===== config.mk =====
export PLATFORM = sky130hd
export DESIGN_NAME = muldiv_iter_unit_flat
export DESIGN_NICKNAME = d
export VERILOG_FILES = /design/src/rtl/muldiv_iter_unit_if.sv /design/src/rtl/muldiv_iter_unit.sv /design/src/flat_wrapper.sv
export SDC_FILE = /design/constraint.sdc
export NUM_CORES = 1
export LEC_CHECK = 0
export BUFFER_PORTS_ARGS = -buffer_cell sky130_fd_sc_hd__buf_2
export CAP_MARGIN = 20
export CORE_UTILIZATION = 40
export CTS_BUF_LIST = sky130_fd_sc_hd__clkbuf_8
export CTS_CLUSTER_SIZE = 40
export DETAILED_ROUTE_END_ITERATION = 10
export SETUP_SLACK_MARGIN = 0.4
export SYNTH_ARGS = -nofsm -noshare
export SYNTH_HDL_FRONTEND = slang
export SYNTH_SLANG_ARGS = --single-unit

===== constraint.sdc =====
create_clock -name clk -period 5.74 [get_ports clk]
set_clock_uncertainty 0.2 [all_clocks]
set_input_delay 0.287 -clock clk [delete_from_list [all_inputs] [get_ports clk]]
set_output_delay 0.287 -clock clk [all_outputs]
set_load 0.02 [all_outputs]

===== src/rtl/muldiv_iter_unit_if.sv =====
// muldiv_iter_unit_if: handshake and data bundle between the EX stage and
// the iterative multiply/divide unit.
//   master (EX side):  drives start/op_div/op_signed/ina/inb/annul,
//                      hi_we/lo_we/hilo_wdata; reads status and HI/LO.
//   slave  (unit):     drives busy/done/stallreq/div_by_zero/hi/lo.
interface muldiv_iter_unit_if #(
    parameter int WIDTH = 32
);
    logic             start;
    logic             op_div;
    logic             op_signed;
    logic [WIDTH-1:0] ina;
    logic [WIDTH-1:0] inb;
    logic             annul;
    logic             hi_we;
    logic             lo_we;
    logic [WIDTH-1:0] hilo_wdata;
    logic             busy;
    logic             done;
    logic             stallreq;
    logic             div_by_zero;
    logic [WIDTH-1:0] hi;
    logic [WIDTH-1:0] lo;

    modport master (
        output start, op_div, op_signed, ina, inb, annul, hi_we, lo_we, hilo_wdata,
        input  busy, done, stallreq, div_by_zero, hi, lo
    );

    modport slave (
        input  start, op_div, op_signed, ina, inb, annul, hi_we, lo_we, hilo_wdata,
        output busy, done, stallreq, div_by_zero, hi, lo
    );
endinterface


===== src/rtl/muldiv_iter_unit.sv =====
// muldiv_iter_unit: iterative multiply/divide engine with HI/LO state.
// One result bit per cycle: shift-add multiply, restoring divide.
// Ports:
//   clk     - clock, all state changes on the rising edge
//   resetn  - asynchronous active-low reset
//   bus     - muldiv_iter_unit_if.slave: start/op/operands, annul, direct
//             HI/LO writes in; busy, done, stallreq, div_by_zero, hi, lo out
module muldiv_iter_unit #(
    parameter int WIDTH = 32,
    parameter int CNT_W = 6
) (
    input  logic               clk,
    input  logic               resetn,
    muldiv_iter_unit_if.slave  bus
);

    typedef enum logic [1:0] {IDLE, CALC, DONE} state_t;

    state_t             state;
    logic [CNT_W-1:0]   cnt;
    logic [2*WIDTH-1:0] acc;     // mult: {partial, multiplier}; div: {remainder, dividend/quotient}
    logic [WIDTH-1:0]   opnd;    // multiplicand or divisor magnitude
    logic               is_div;
    logic               neg_q;   // product / quotient sign
    logic               neg_r;   // remainder sign
    logic               dbz;
    logic [WIDTH-1:0]   hi_r;
    logic [WIDTH-1:0]   lo_r;

    function automatic logic [WIDTH-1:0] magnitude(input logic [WIDTH-1:0] x,
                                                   input logic sgn);
        return (sgn && x[WIDTH-1]) ? -x : x;
    endfunction

    // One multiply step: add multiplicand when the current multiplier bit is
    // set, then shift the whole accumulator right.
    logic [WIDTH:0]     mul_sum;
    logic [2*WIDTH-1:0] mul_nx;
    assign mul_sum = {1'b0, acc[2*WIDTH-1:WIDTH]} + {1'b0, (acc[0] ? opnd : '0)};
    assign mul_nx  = {mul_sum, acc[WIDTH-1:1]};

    // One restoring divide step: shift in the next dividend bit, subtract
    // the divisor when it fits. With a zero divisor every step "fits", so the
    // quotient becomes all-ones and the remainder ends up holding |ina|.
    logic [WIDTH:0]     div_sh;
    logic               div_ge;
    logic [WIDTH-1:0]   div_diff;
    logic [2*WIDTH-1:0] div_nx;
    assign div_sh   = {acc[2*WIDTH-1:WIDTH], acc[WIDTH-1]};
    assign div_ge   = div_sh >= {1'b0, opnd};
    assign div_diff = div_sh[WIDTH-1:0] - opnd;
    assign div_nx   = {(div_ge ? div_diff : div_sh[WIDTH-1:0]), acc[WIDTH-2:0], div_ge};

    logic [2*WIDTH-1:0] acc_nx;
    logic [2*WIDTH-1:0] prod;
    logic [WIDTH-1:0]   quo;
    logic [WIDTH-1:0]   rem;
    assign acc_nx = is_div ? div_nx : mul_nx;
    assign prod   = neg_q ? -acc_nx : acc_nx;
    // Divide-by-zero keeps the raw all-ones quotient; the sign-restored
    // remainder then equals the original dividend.
    assign quo    = (neg_q && !dbz) ? -acc_nx[WIDTH-1:0] : acc_nx[WIDTH-1:0];
    assign rem    = neg_r ? -acc_nx[2*WIDTH-1:WIDTH] : acc_nx[2*WIDTH-1:WIDTH];

    logic last;
    assign last = (cnt == CNT_W'(WIDTH - 1));

    always_ff @(posedge clk or negedge resetn) begin
        if (!resetn) begin
            state  <= IDLE;
            cnt    <= '0;
            acc    <= '0;
            opnd   <= '0;
            is_div <= 1'b0;
            neg_q  <= 1'b0;
            neg_r  <= 1'b0;
            dbz    <= 1'b0;
            hi_r   <= '0;
            lo_r   <= '0;
        end else begin
            case (state)
                IDLE: begin
                    if (bus.hi_we) hi_r <= bus.hilo_wdata;
                    if (bus.lo_we) lo_r <= bus.hilo_wdata;
                    if (bus.start && !bus.annul) begin
                        state  <= CALC;
                        cnt    <= '0;
                        is_div <= bus.op_div;
                        neg_q  <= bus.op_signed & (bus.ina[WIDTH-1] ^ bus.inb[WIDTH-1]);
                        neg_r  <= bus.op_signed & bus.ina[WIDTH-1];
                        dbz    <= bus.op_div & (bus.inb == '0);
                        if (bus.op_div) begin
                            acc  <= {{WIDTH{1'b0}}, magnitude(bus.ina, bus.op_signed)};
                            opnd <= magnitude(bus.inb, bus.op_signed);
                        end else begin
                            acc  <= {{WIDTH{1'b0}}, magnitude(bus.inb, bus.op_signed)};
                            opnd <= magnitude(bus.ina, bus.op_signed);
                        end
                    end
                end
                CALC: begin
                    if (bus.annul) begin
                        state <= IDLE;
                    end else begin
                        acc <= acc_nx;
                        cnt <= cnt + 1'b1;
                        if (last) begin
                            state <= DONE;
                            if (is_div) begin
                                hi_r <= rem;
                                lo_r <= quo;
                            end else begin
                                {hi_r, lo_r} <= prod;
                            end
                        end
                    end
                end
                default: state <= IDLE;
            endcase
        end
    end

    assign bus.busy        = (state != IDLE);
    // A late annul cannot undo the HI/LO write but still hides the pulse.
    assign bus.done        = (state == DONE) && !bus.annul;
    assign bus.stallreq    = ((state == IDLE) && bus.start && !bus.annul) || (state == CALC);
    assign bus.div_by_zero = dbz;
    assign bus.hi          = hi_r;
    assign bus.lo          = lo_r;

endmodule


===== src/flat_wrapper.sv =====
// flat-port wrapper written by rule: the top's interface ports become plain ports
module muldiv_iter_unit_flat 
#(
    parameter int WIDTH = 32,
    parameter int CNT_W = 6
)
  (clk, resetn, bus_start, bus_op_div, bus_op_signed, bus_ina, bus_inb, bus_annul, bus_hi_we, bus_lo_we, bus_hilo_wdata, bus_busy, bus_done, bus_stallreq, bus_div_by_zero, bus_hi, bus_lo);
  muldiv_iter_unit_if #(.WIDTH(WIDTH)) bus_i ();
  input  logic clk;
  input  logic resetn;
  input wire logic [$bits(bus_i.start)-1:0] bus_start;
  input wire logic [$bits(bus_i.op_div)-1:0] bus_op_div;
  input wire logic [$bits(bus_i.op_signed)-1:0] bus_op_signed;
  input wire logic [$bits(bus_i.ina)-1:0] bus_ina;
  input wire logic [$bits(bus_i.inb)-1:0] bus_inb;
  input wire logic [$bits(bus_i.annul)-1:0] bus_annul;
  input wire logic [$bits(bus_i.hi_we)-1:0] bus_hi_we;
  input wire logic [$bits(bus_i.lo_we)-1:0] bus_lo_we;
  input wire logic [$bits(bus_i.hilo_wdata)-1:0] bus_hilo_wdata;
  output wire logic [$bits(bus_i.busy)-1:0] bus_busy;
  output wire logic [$bits(bus_i.done)-1:0] bus_done;
  output wire logic [$bits(bus_i.stallreq)-1:0] bus_stallreq;
  output wire logic [$bits(bus_i.div_by_zero)-1:0] bus_div_by_zero;
  output wire logic [$bits(bus_i.hi)-1:0] bus_hi;
  output wire logic [$bits(bus_i.lo)-1:0] bus_lo;
  assign bus_i.start = bus_start;
  assign bus_i.op_div = bus_op_div;
  assign bus_i.op_signed = bus_op_signed;
  assign bus_i.ina = bus_ina;
  assign bus_i.inb = bus_inb;
  assign bus_i.annul = bus_annul;
  assign bus_i.hi_we = bus_hi_we;
  assign bus_i.lo_we = bus_lo_we;
  assign bus_i.hilo_wdata = bus_hilo_wdata;
  assign bus_busy = bus_i.busy;
  assign bus_done = bus_i.done;
  assign bus_stallreq = bus_i.stallreq;
  assign bus_div_by_zero = bus_i.div_by_zero;
  assign bus_hi = bus_i.hi;
  assign bus_lo = bus_i.lo;
  muldiv_iter_unit #(.WIDTH(WIDTH), .CNT_W(CNT_W)) u_core (.clk(clk), .resetn(resetn), .bus(bus_i));
endmodule

==> impl_metrics.xml, run 1 <==
<?xml version="1.0" encoding="UTF-8"?>
<metrics>
  <group name="die">
    <metric name="num_io_pins" unit="">172</metric>
    <metric name="fp.dieW" unit="um">208</metric>
    <metric name="std_cell_rows" unit="">74</metric>
    <metric name="die-area" unit="sq um">43100</metric>
    <metric name="coreArea" unit="sq um">41300</metric>
    <metric name="dieHeight" unit="um">208</metric>
    <metric name="floorplan.initialDensity" unit="%">40.9</metric>
  </group>
  <group name="detailed_routing">
    <metric name="via_per_inst" unit="">6.12</metric>
    <metric name="wl_per_cell" unit="um">23.7</metric>
    <metric name="antenna_left" unit="">0</metric>
    <metric name="dr.pass1.iters" unit="">6</metric>
    <metric name="vias" unit="">18400</metric>
    <metric name="drc_errors" unit="">0</metric>
    <metric name="drt_iter0_markers" unit="">1799</metric>
    <metric name="routed_wl" unit="mm">71.3</metric>
  </group>
  <group name="synthesis">
    <metric name="number_of_enable_type_register_cells_in_the_synthesized_netlist" unit="">0</metric>
    <metric name="synth_nets" unit="">2487</metric>
    <metric name="syn_area" unit="sq um">16900</metric>
    <metric name="synthDominantCellAreaShare" unit="%">25.5</metric>
    <metric name="synth-warning-count" unit="">0</metric>
    <metric name="post_synth.cell_area_avg" unit="sq um">7.31</metric>
    <metric name="synth-seq-area-share" unit="%">25.5</metric>
    <metric name="synth_area_leaders" unit="">sky130_fd_sc_hd__dfrtp_1 25%, sky130_fd_sc_hd__a21oi_1 8.0%, sky130_fd_sc_hd__o21ai_0 6.7%, sky130_fd_sc_hd__nand2_1 5.9%, sky130_fd_sc_hd__nor2_1 5.7%</metric>
    <metric name="ys_dominant_reg_cell" unit="">sky130_fd_sc_hd__dfrtp_1</metric>
    <metric name="synth_common_cells" unit="">270 x sky130_fd_sc_hd__a21oi_1, 267 x sky130_fd_sc_hd__nand2_1, 255 x sky130_fd_sc_hd__nor2_1</metric>
    <metric name="synth_top_cell_by_area" unit="">sky130_fd_sc_hd__dfrtp_1</metric>
    <metric name="synth_async_sr_flop_share" unit="%">100</metric>
    <metric name="postSynthRegisterBits" unit="">172</metric>
    <metric name="syn-instance-count" unit="">2312</metric>
    <metric name="synthDistinctLibCells" unit="">93</metric>
    <metric name="most_instantiated_library_cell_after_synthesis" unit="">sky130_fd_sc_hd__a21oi_1</metric>
  </group>
  <group name="worst_setup_path">
    <metric name="crit_path_max_incr_delay" unit="ns">0.53</metric>
    <metric name="crit_path_end" unit="">u_core.bus.hi[19]$_DFFE_PN0P_</metric>
    <metric name="reg2reg_depth" unit="">19</metric>
    <metric name="rr_startpoint" unit="">u_core.acc[44]$_DFFE_PN0P_</metric>
    <metric name="critical_path.reg2reg.endpoint" unit="">u_core.bus.hi[19]$_DFFE_PN0P_</metric>
    <metric name="critPathMostFrequentCell" unit="">sky130_fd_sc_hd__buf_4</metric>
    <metric name="crit_path_capture_type" unit="">flop</metric>
    <metric name="critPathMaxFanout" unit="">18</metric>
    <metric name="crit_slowest_cell" unit="">sky130_fd_sc_hd__ha_1</metric>
    <metric name="setup.worst_path.start" unit="">u_core.acc[44]$_DFFE_PN0P_</metric>
    <metric name="r2r_setup_slack" unit="ns">0.57</metric>
    <metric name="cp.arrival" unit="ns">5.44</metric>
    <metric name="required" unit="ns">6.01</metric>
    <metric name="worstPathCellList" unit="">ha_1 &gt; nand4_1 &gt; nor4_1 &gt; buf_4 &gt; nand4_1 &gt; nand3b_1 &gt; buf_4 &gt; nor2_2 &gt; buf_4 &gt; o31ai_2 &gt; buf_4 &gt; nand4b_1 &gt; buf_4 &gt; nor4_1 &gt; buf_4 &gt; a31oi_1 &gt; o21ai_0 &gt; nand3b_1 &gt; a21oi_1</metric>
    <metric name="critical_path_class" unit="">reg -&gt; reg</metric>
    <metric name="critPathLaunchType" unit="">flop</metric>
  </group>
  <group name="place">
    <metric name="post_detailed_placement_cell_area" unit="sq um">18400</metric>
    <metric name="place.gp.congestion" unit="">0.965</metric>
    <metric name="portBuffers" unit="">171</metric>
    <metric name="place_worst_setup_slack" unit="ns">0.458</metric>
    <metric name="post-dp-hpwl" unit="mm">54.9</metric>
  </group>
  <group name="cts">
    <metric name="cts_inserted_buffers" unit="">17</metric>
    <metric name="tritoncts" unit="">done</metric>
    <metric name="cts_num_sinks" unit="">172</metric>
    <metric name="cts_root_buffer" unit="">sky130_fd_sc_hd__clkbuf_8</metric>
    <metric name="cts_h_tree_depth" unit="">4</metric>
    <metric name="clk_latency" unit="ns">0.55</metric>
    <metric name="clock_transition_at_the_registers_of_the_reported_paths" unit="ns">0.13</metric>
    <metric name="clock_path_buffers" unit="">2</metric>
  </group>
  <group name="global_routing">
    <metric name="grt_antenna_before_repair" unit="">3</metric>
    <metric name="grt_max_degree" unit="">127</metric>
    <metric name="grt_pass1_wl" unit="mm">108</metric>
    <metric name="first_global_vias" unit="">17500</metric>
    <metric name="gr-total-overflow" unit="">0</metric>
    <metric name="track_usage" unit="%">32.9</metric>
  </group>
  <group name="layout">
    <metric name="fillCellCount" unit="">4254</metric>
    <metric name="finalInstanceArea" unit="sq um">19300</metric>
    <metric name="regArea" unit="sq um">4310</metric>
    <metric name="multiInputGateArea" unit="sq um">11800</metric>
    <metric name="area_delta_synth_final" unit="%">14.1</metric>
    <metric name="postLayoutCoreUtil" unit="%">46.7</metric>
    <metric name="finish.net_count" unit="">2632</metric>
    <metric name="fraction_of_final_layout_cells_with_drive_strength_greater_than_1" unit="%">13.6</metric>
  </group>
  <group name="hold_path">
    <metric name="worstHoldPathType" unit="">in -&gt; reg</metric>
  </group>
  <group name="sta">
    <metric name="report.final.slew_viol_count" unit="">0</metric>
    <metric name="final.hold.worst_slack" unit="ns">0.0321</metric>
    <metric name="slew_headroom" unit="%">29.8</metric>
    <metric name="postLayoutSetupSlackWorst" unit="ns">0.569</metric>
    <metric name="fin_hold_viols" unit="">0</metric>
    <metric name="final.min_clock_period" unit="ns">5.17</metric>
    <metric name="achievable_frequency" unit="MHz">193</metric>
    <metric name="setup_viol" unit="">0</metric>
    <metric name="setup-tns-final" unit="ns">0</metric>
    <metric name="grt_setup_unrepaired" unit="">yes</metric>
    <metric name="tightest_slew" unit="ns">1.05</metric>
    <metric name="finalCritPeriodShare" unit="%">90.1</metric>
  </group>
  <group name="power_and_ir_drop">
    <metric name="ir_drop" unit="mV">0.292</metric>
    <metric name="power.static_leakage" unit="nW">8.23</metric>
    <metric name="pwr_density_cell" unit="nW/um^2">611</metric>
  </group>
  <group name="flow_run">
    <metric name="maxCapViolCount" unit="">0</metric>
  </group>
  <group name="outcome">
    <metric name="result_of_the_run" unit="">completed</metric>
  </group>
</metrics>
layout make-up:
cell class / instances / area share, %
multi-input cells: 1923 / 61.3
clock buffers: 18 / 1.28
inverters: 62 / 1.21
diodes: 2 / 0.0260
clock inverters: 14 / 0.681
well taps: 532 / 3.45
flip-flops and latches: 172 / 22.3
repair buffers: 281 / 9.69
through the flow:
| step | power (W) | instances |
|---|---|---|
| 3_3_place_gp | 0.0106 | 2924 |
| 5_1_grt | 0.0125 | 3003 |
| 6_report | 0.0118 | 3004 |
| 2_1_floorplan | 0.00770 | 2312 |
| 4_1_cts | 0.0116 | 2999 |
| 3_5_place_dp | 0.0106 | 2924 |
state kept, by name, summed over array words and instances (netlist names):
signal	cells
u_core.is_div	1
u_core.bus.lo	32
u_core.opnd	32
u_core.neg_r	1
u_core.cnt	6
u_core.bus.hi	32
u_core.acc	64
u_core.state	2
u_core.bus.div_by_zero	1
u_core.neg_q	1
metal layers:
layer	vias up	global-route usage, %	share of wire (%)
li1	8568	-	-
met1	8787	44.0	43
met2	875	51.2	44
met3	150	7.00	8.9
met4	2	13.8	4.4
met5	-	0	0.027
cell families (layout without fill, tap and decap cells):
kind of cell | count (synthesis) | in the layout | synth area share [%]
compound gates | 772 | 772 | 27.8
simple gates | 845 | 845 | 23.6
flops | 172 | 172 | 25.5
other cells | 0 | 2 | 0
xor+xnor | 179 | 179 | 9.27
mux | 56 | 56 | 3.43
fa+ha+maj | 71 | 71 | 5.34
buf+inv | 217 | 375 | 5.09
report_power, final:
part	switching (W)	internal [W]	leakage (nW)
Clock	0.000568	0.000330	0.198
Combinational	0.00543	0.00307	5.92
Sequential	0.000673	0.00171	2.11
cells in the final DEF, fill, tap and decap left out, drive strengths merged, types with 6 or more instances in the layout:
| cell | count |
|---|---|
| o211ai | 19 |
| mux2i | 40 |
| buf | 238 |
| nor4 | 27 |
| a22oi | 6 |
| a211oi | 44 |
| dlygate4sd3 | 43 |
| nand2 | 268 |
| o21a | 14 |
| nor2b | 17 |
| nand2b | 27 |
| ha | 69 |
| a311oi | 6 |
| dfrtp | 172 |
| o31ai | 21 |
| or3 | 27 |
| nand4 | 23 |
| nor4b | 6 |
| o22ai | 10 |
| a31oi | 29 |
| clkbuf | 18 |
| nor3 | 49 |
| xnor2 | 99 |
| nor2 | 256 |
| o41ai | 6 |
| o21ai | 236 |
| a21o | 24 |
| a21boi | 8 |
| nor3b | 10 |
| a22o | 19 |
| xor2 | 80 |
| and3 | 14 |
| a21oi | 275 |
| clkinv | 6 |
| inv | 70 |
| mux2 | 16 |
| and2 | 50 |
| nand3 | 43 |
worst min-delay path by stage:
stage	start	endpoint	depth (start not counted)
final	bus_op_div	u_core.is_div$_DFFE_PN0P_	3
after global routing	bus_op_div	u_core.is_div$_DFFE_PN0P_	3
after global placement	resetn	u_core.opnd[25]$_DFFE_PN0P_	1
after floorplan	resetn	u_core.acc[0]$_DFFE_PN0P_	0
after detailed placement	resetn	u_core.opnd[25]$_DFFE_PN0P_	1
after CTS	bus_inb[9]	u_core.opnd[9]$_DFFE_PN0P_	4
critical path: cells and delay by family, from the launching register on:
family | cells | cell delay [ns]
simple gates | 8 | 1.74
buf+inv | 6 | 1.18
flops | 1 | 0.50
fa+ha+maj | 1 | 0.53
compound gates | 4 | 0.92
timing repair:
item                                    4_1_cts  5_1_grt
endpoints found under the hold margin       142        0
endpoints found under the setup margin        0       21
resized for setup                             0       13
buffers inserted                              0        2
hold buffers                                 43        0
Note: power is estimated with default switching activity, not from simulation.
==> run 2, diff against run 1 <==
--- a/config.mk
+++ b/config.mk
@@ -5,12 +5,13 @@
 export SDC_FILE = /design/constraint.sdc
 export NUM_CORES = 1
 export LEC_CHECK = 0
-export BUFFER_PORTS_ARGS = -buffer_cell sky130_fd_sc_hd__buf_2
 export CAP_MARGIN = 20
+export CORE_MARGIN = 2
 export CORE_UTILIZATION = 40
 export CTS_BUF_LIST = sky130_fd_sc_hd__clkbuf_8
 export CTS_CLUSTER_SIZE = 40
 export DETAILED_ROUTE_END_ITERATION = 10
+export DONT_BUFFER_PORTS = 1
 export SETUP_SLACK_MARGIN = 0.4
 export SYNTH_ARGS = -nofsm -noshare
 export SYNTH_HDL_FRONTEND = slang
==> run 2 against run 1 <==
Net effect:
- clock power up 11%
- critical path depth down 5
- die area up 1.9%
- clock-buffer cell count unchanged
- first-iteration DRC count up 10%
- wire length down 4.6%
- worst hold slack worse by 0.0089 ns
- maximum frequency up 1.6%
- total power down 1.8%
- critical path type unchanged
==> impl_metrics.xml, run 2 (synthesized netlist as in run 1, its figures left out) <==
<?xml version="1.0" encoding="UTF-8"?>
<metrics>
  <group name="outcome">
    <metric name="result_of_the_run" unit="">completed</metric>
  </group>
  <group name="cts">
    <metric name="cts_h_tree_depth" unit="">4</metric>
    <metric name="cts_num_sinks" unit="">172</metric>
    <metric name="cts_root_buffer" unit="">sky130_fd_sc_hd__clkbuf_8</metric>
    <metric name="clk_latency" unit="ns">0.54</metric>
    <metric name="cts_inserted_buffers" unit="">17</metric>
    <metric name="tritoncts" unit="">done</metric>
    <metric name="clock_transition_at_the_registers_of_the_reported_paths" unit="ns">0.11</metric>
    <metric name="clock_path_buffers" unit="">2</metric>
  </group>
  <group name="power_and_ir_drop">
    <metric name="clockPowerShare" unit="%">8.6</metric>
    <metric name="ir_drop" unit="mV">0.265</metric>
    <metric name="sequential_power_share" unit="%">23.7</metric>
    <metric name="p_int" unit="W">0.00508</metric>
    <metric name="power_frac_comb" unit="%">67.6</metric>
    <metric name="power.static_leakage" unit="nW">7.70</metric>
    <metric name="pwr_density_cell" unit="nW/um^2">614</metric>
    <metric name="p_sw_share" unit="%">56.1</metric>
    <metric name="net-switching-power" unit="W">0.00650</metric>
  </group>
  <group name="worst_setup_path">
    <metric name="crit_path_max_incr_delay" unit="ns">0.72</metric>
    <metric name="critical_path.reg2reg.endpoint" unit="">u_core.bus.hi[27]$_DFFE_PN0P_</metric>
    <metric name="reg2reg_depth" unit="">14</metric>
    <metric name="crit_slowest_cell" unit="">sky130_fd_sc_hd__o21ai_2</metric>
    <metric name="critical_path_class" unit="">reg -&gt; reg</metric>
    <metric name="required" unit="ns">5.95</metric>
    <metric name="critPathLaunchType" unit="">flop</metric>
    <metric name="critPathMostFrequentCell" unit="">sky130_fd_sc_hd__a21oi_4</metric>
    <metric name="crit_path_capture_type" unit="">flop</metric>
    <metric name="critPathMaxFanout" unit="">13</metric>
    <metric name="r2r_setup_slack" unit="ns">0.65</metric>
    <metric name="rr_startpoint" unit="">u_core.acc[37]$_DFFE_PN0P_</metric>
    <metric name="worstPathCellList" unit="">ha_1 &gt; a21o_1 &gt; a31o_1 &gt; a21oi_4 &gt; a21oi_4 &gt; o21ai_2 &gt; a31o_2 &gt; nand4_1 &gt; nor2_1 &gt; o21ai_0 &gt; o31ai_1 &gt; a41oi_1 &gt; xnor2_1 &gt; a21oi_1</metric>
    <metric name="cp.arrival" unit="ns">5.30</metric>
  </group>
  <group name="global_routing">
    <metric name="grt_antenna_before_repair" unit="">0</metric>
    <metric name="grt_pass1_wl" unit="mm">103</metric>
    <metric name="busiest_layer" unit="">met2</metric>
    <metric name="met2_usage" unit="%">47.5</metric>
    <metric name="track_usage" unit="%">30.6</metric>
    <metric name="grt_max_degree" unit="">173</metric>
    <metric name="globalRouteMet1Util" unit="%">41.4</metric>
    <metric name="gr-total-overflow" unit="">0</metric>
    <metric name="first_global_vias" unit="">16800</metric>
    <metric name="use_met3" unit="%">6.28</metric>
  </group>
  <group name="sta">
    <metric name="achievable_frequency" unit="MHz">196</metric>
    <metric name="grt_setup_unrepaired" unit="">no</metric>
    <metric name="fin_hold_viols" unit="">0</metric>
    <metric name="tightest_slew" unit="ns">1.08</metric>
    <metric name="slew_headroom" unit="%">28.0</metric>
    <metric name="report.final.slew_viol_count" unit="">0</metric>
    <metric name="setup_viol" unit="">0</metric>
    <metric name="finalCritPeriodShare" unit="%">88.7</metric>
    <metric name="final.min_clock_period" unit="ns">5.09</metric>
    <metric name="setup-tns-final" unit="ns">0</metric>
  </group>
  <group name="place">
    <metric name="place.gp.congestion" unit="">0.997</metric>
    <metric name="post-dp-hpwl" unit="mm">52.0</metric>
    <metric name="portBuffers" unit="">0</metric>
    <metric name="post_place_cells" unit="">2758</metric>
  </group>
  <group name="die">
    <metric name="fp.dieW" unit="um">210</metric>
    <metric name="num_io_pins" unit="">172</metric>
    <metric name="dieHeight" unit="um">210</metric>
    <metric name="coreArea" unit="sq um">41900</metric>
    <metric name="die-area" unit="sq um">43900</metric>
    <metric name="floorplan.initialDensity" unit="%">40.4</metric>
    <metric name="std_cell_rows" unit="">75</metric>
  </group>
  <group name="flow_run">
    <metric name="maxCapViolCount" unit="">0</metric>
  </group>
  <group name="detailed_routing">
    <metric name="antenna_left" unit="">0</metric>
    <metric name="routed_wl" unit="mm">68.0</metric>
    <metric name="vias" unit="">17800</metric>
    <metric name="via_per_inst" unit="">6.17</metric>
    <metric name="wl_per_cell" unit="um">23.6</metric>
    <metric name="drt_iter0_markers" unit="">1985</metric>
    <metric name="dr.pass1.iters" unit="">6</metric>
    <metric name="drc_errors" unit="">0</metric>
  </group>
  <group name="layout">
    <metric name="finish.net_count" unit="">2499</metric>
    <metric name="fillCellCount" unit="">4302</metric>
    <metric name="fraction_of_final_layout_cells_with_drive_strength_greater_than_1" unit="%">6.89</metric>
    <metric name="largest_reg_flops" unit="">64</metric>
    <metric name="area_delta_synth_final" unit="%">11.5</metric>
    <metric name="layout.cells.most_common_list" unit="">270 x sky130_fd_sc_hd__a21oi_1, 265 x sky130_fd_sc_hd__nand2_1, 254 x sky130_fd_sc_hd__nor2_1, 225 x sky130_fd_sc_hd__o21ai_0, 171 x sky130_fd_sc_hd__dfrtp_1</metric>
    <metric name="regMostFlops" unit="">u_core.acc</metric>
    <metric name="final_common_cell" unit="">sky130_fd_sc_hd__a21oi_1</metric>
    <metric name="final_cells" unit="">2877</metric>
  </group>
  <group name="hold_path">
    <metric name="whs_endpoint" unit="">u_core.acc[11]$_DFFE_PN0P_</metric>
    <metric name="hold_path_depth" unit="">3</metric>
    <metric name="holdCritStartpoint" unit="">bus_op_div</metric>
    <metric name="worstHoldPathType" unit="">in -&gt; reg</metric>
  </group>
</metrics>
## run 2: changes by cell type in the layout (fill, tap and decap cells not counted), moves of 2 or more
cell / previous run / this run
sky130_fd_sc_hd__dlygate4sd3_1: 43 / 81
sky130_fd_sc_hd__a21oi_1: 268 / 270
sky130_fd_sc_hd__clkinv_8: 2 / 0
sky130_fd_sc_hd__clkinv_2: 3 / 1
sky130_fd_sc_hd__inv_6: 6 / 4
sky130_fd_sc_hd__buf_2: 169 / 0
sky130_fd_sc_hd__a21oi_2: 5 / 3
sky130_fd_sc_hd__bufinv_16: 0 / 3
sky130_fd_sc_hd__buf_4: 63 / 61
sky130_fd_sc_hd__clkinvlp_4: 0 / 2
## run 2: layer usage
layer / vias up / share of wire, %
met5: - / 0
met4: 0 / 4.2
met3: 135 / 8.2
met2: 791 / 45
met1: 8536 / 43
li1: 8292 / -
## run 2: repair_timing
| action | in CTS | in global routing |
|---|---|---|
| buffers inserted | 0 | 2 |
| gates resized for setup | 0 | 9 |
| setup endpoints to repair | 0 | 13 |
| hold buffers | 83 | 0 |
| endpoints found under the hold margin | 296 | 0 |
## run 2: layout make-up
| type | count | area (sq um) | share of cell area [%] |
|---|---|---|---|
| Sequential cell | 172 | 4310 | 22.9 |
| Tap cell | 539 | 674 | 3.58 |
| Inverter | 62 | 233 | 1.23 |
| Clock buffer | 18 | 248 | 1.31 |
| Multi-Input combinational cell | 1923 | 11800 | 62.6 |
| Antenna cell | 1 | 2.50 | 0.0133 |
| Clock inverter | 14 | 180 | 0.956 |
| Timing Repair Buffer | 148 | 1400 | 7.42 |
## run 2: worst max path at each step
stage	from	endpoint	slack (ns)	cells after the start
floorplan	u_core.is_div$_DFFE_PN0P_	u_core.bus.hi[28]$_DFFE_PN0P_	0.56	19
global placement	u_core.opnd[18]$_DFFE_PN0P_	u_core.bus.hi[28]$_DFFE_PN0P_	0.65	20
detailed placement	u_core.acc[37]$_DFFE_PN0P_	u_core.bus.hi[28]$_DFFE_PN0P_	0.60	19
CTS	u_core.opnd[18]$_DFFE_PN0P_	u_core.bus.hi[28]$_DFFE_PN0P_	0.57	20
global route	u_core.opnd[18]$_DFFE_PN0P_	u_core.bus.hi[28]$_DFFE_PN0P_	0.39	20
finish	u_core.acc[37]$_DFFE_PN0P_	u_core.bus.hi[27]$_DFFE_PN0P_	0.65	14
## run 2: power by group through the flow
stage / clock network, W / logic, W / registers (W)
global route: 0.00105 / 0.00843 / 0.00280
finish: 0.000999 / 0.00783 / 0.00275
floorplan: 0 / 0.00537 / 0.00233
global placement: 0 / 0.00746 / 0.00273
detailed placement: 0 / 0.00748 / 0.00275
CTS: 0.00100 / 0.00762 / 0.00272
## run 2: worst max-delay path, delay by kind of cell, from the launching register on
kind / cells / cell delay (ns)
flip-flops: 1 / 0.45
AND/OR/NAND/NOR: 2 / 0.70
XOR/XNOR: 1 / 0.27
adder cells (fa/ha/maj): 1 / 0.39
AO/OA/AOI/OAI: 10 / 2.95
## run 2: metrics by stage
step	hold WS [ns]	utilization, %	area (sq um)	total power [W]	worst slack, ns
floorplan	-0.209	-	16900	0.00770	0.556
global placement	-0.190	41.8	17500	0.0102	0.651
detailed placement	-0.189	41.8	17500	0.0102	0.603
finish	0.0232	45.0	18900	0.0116	0.651
CTS	0.000735	44.9	18800	0.0113	0.572
global route	0.00165	45.0	18800	0.0123	0.394
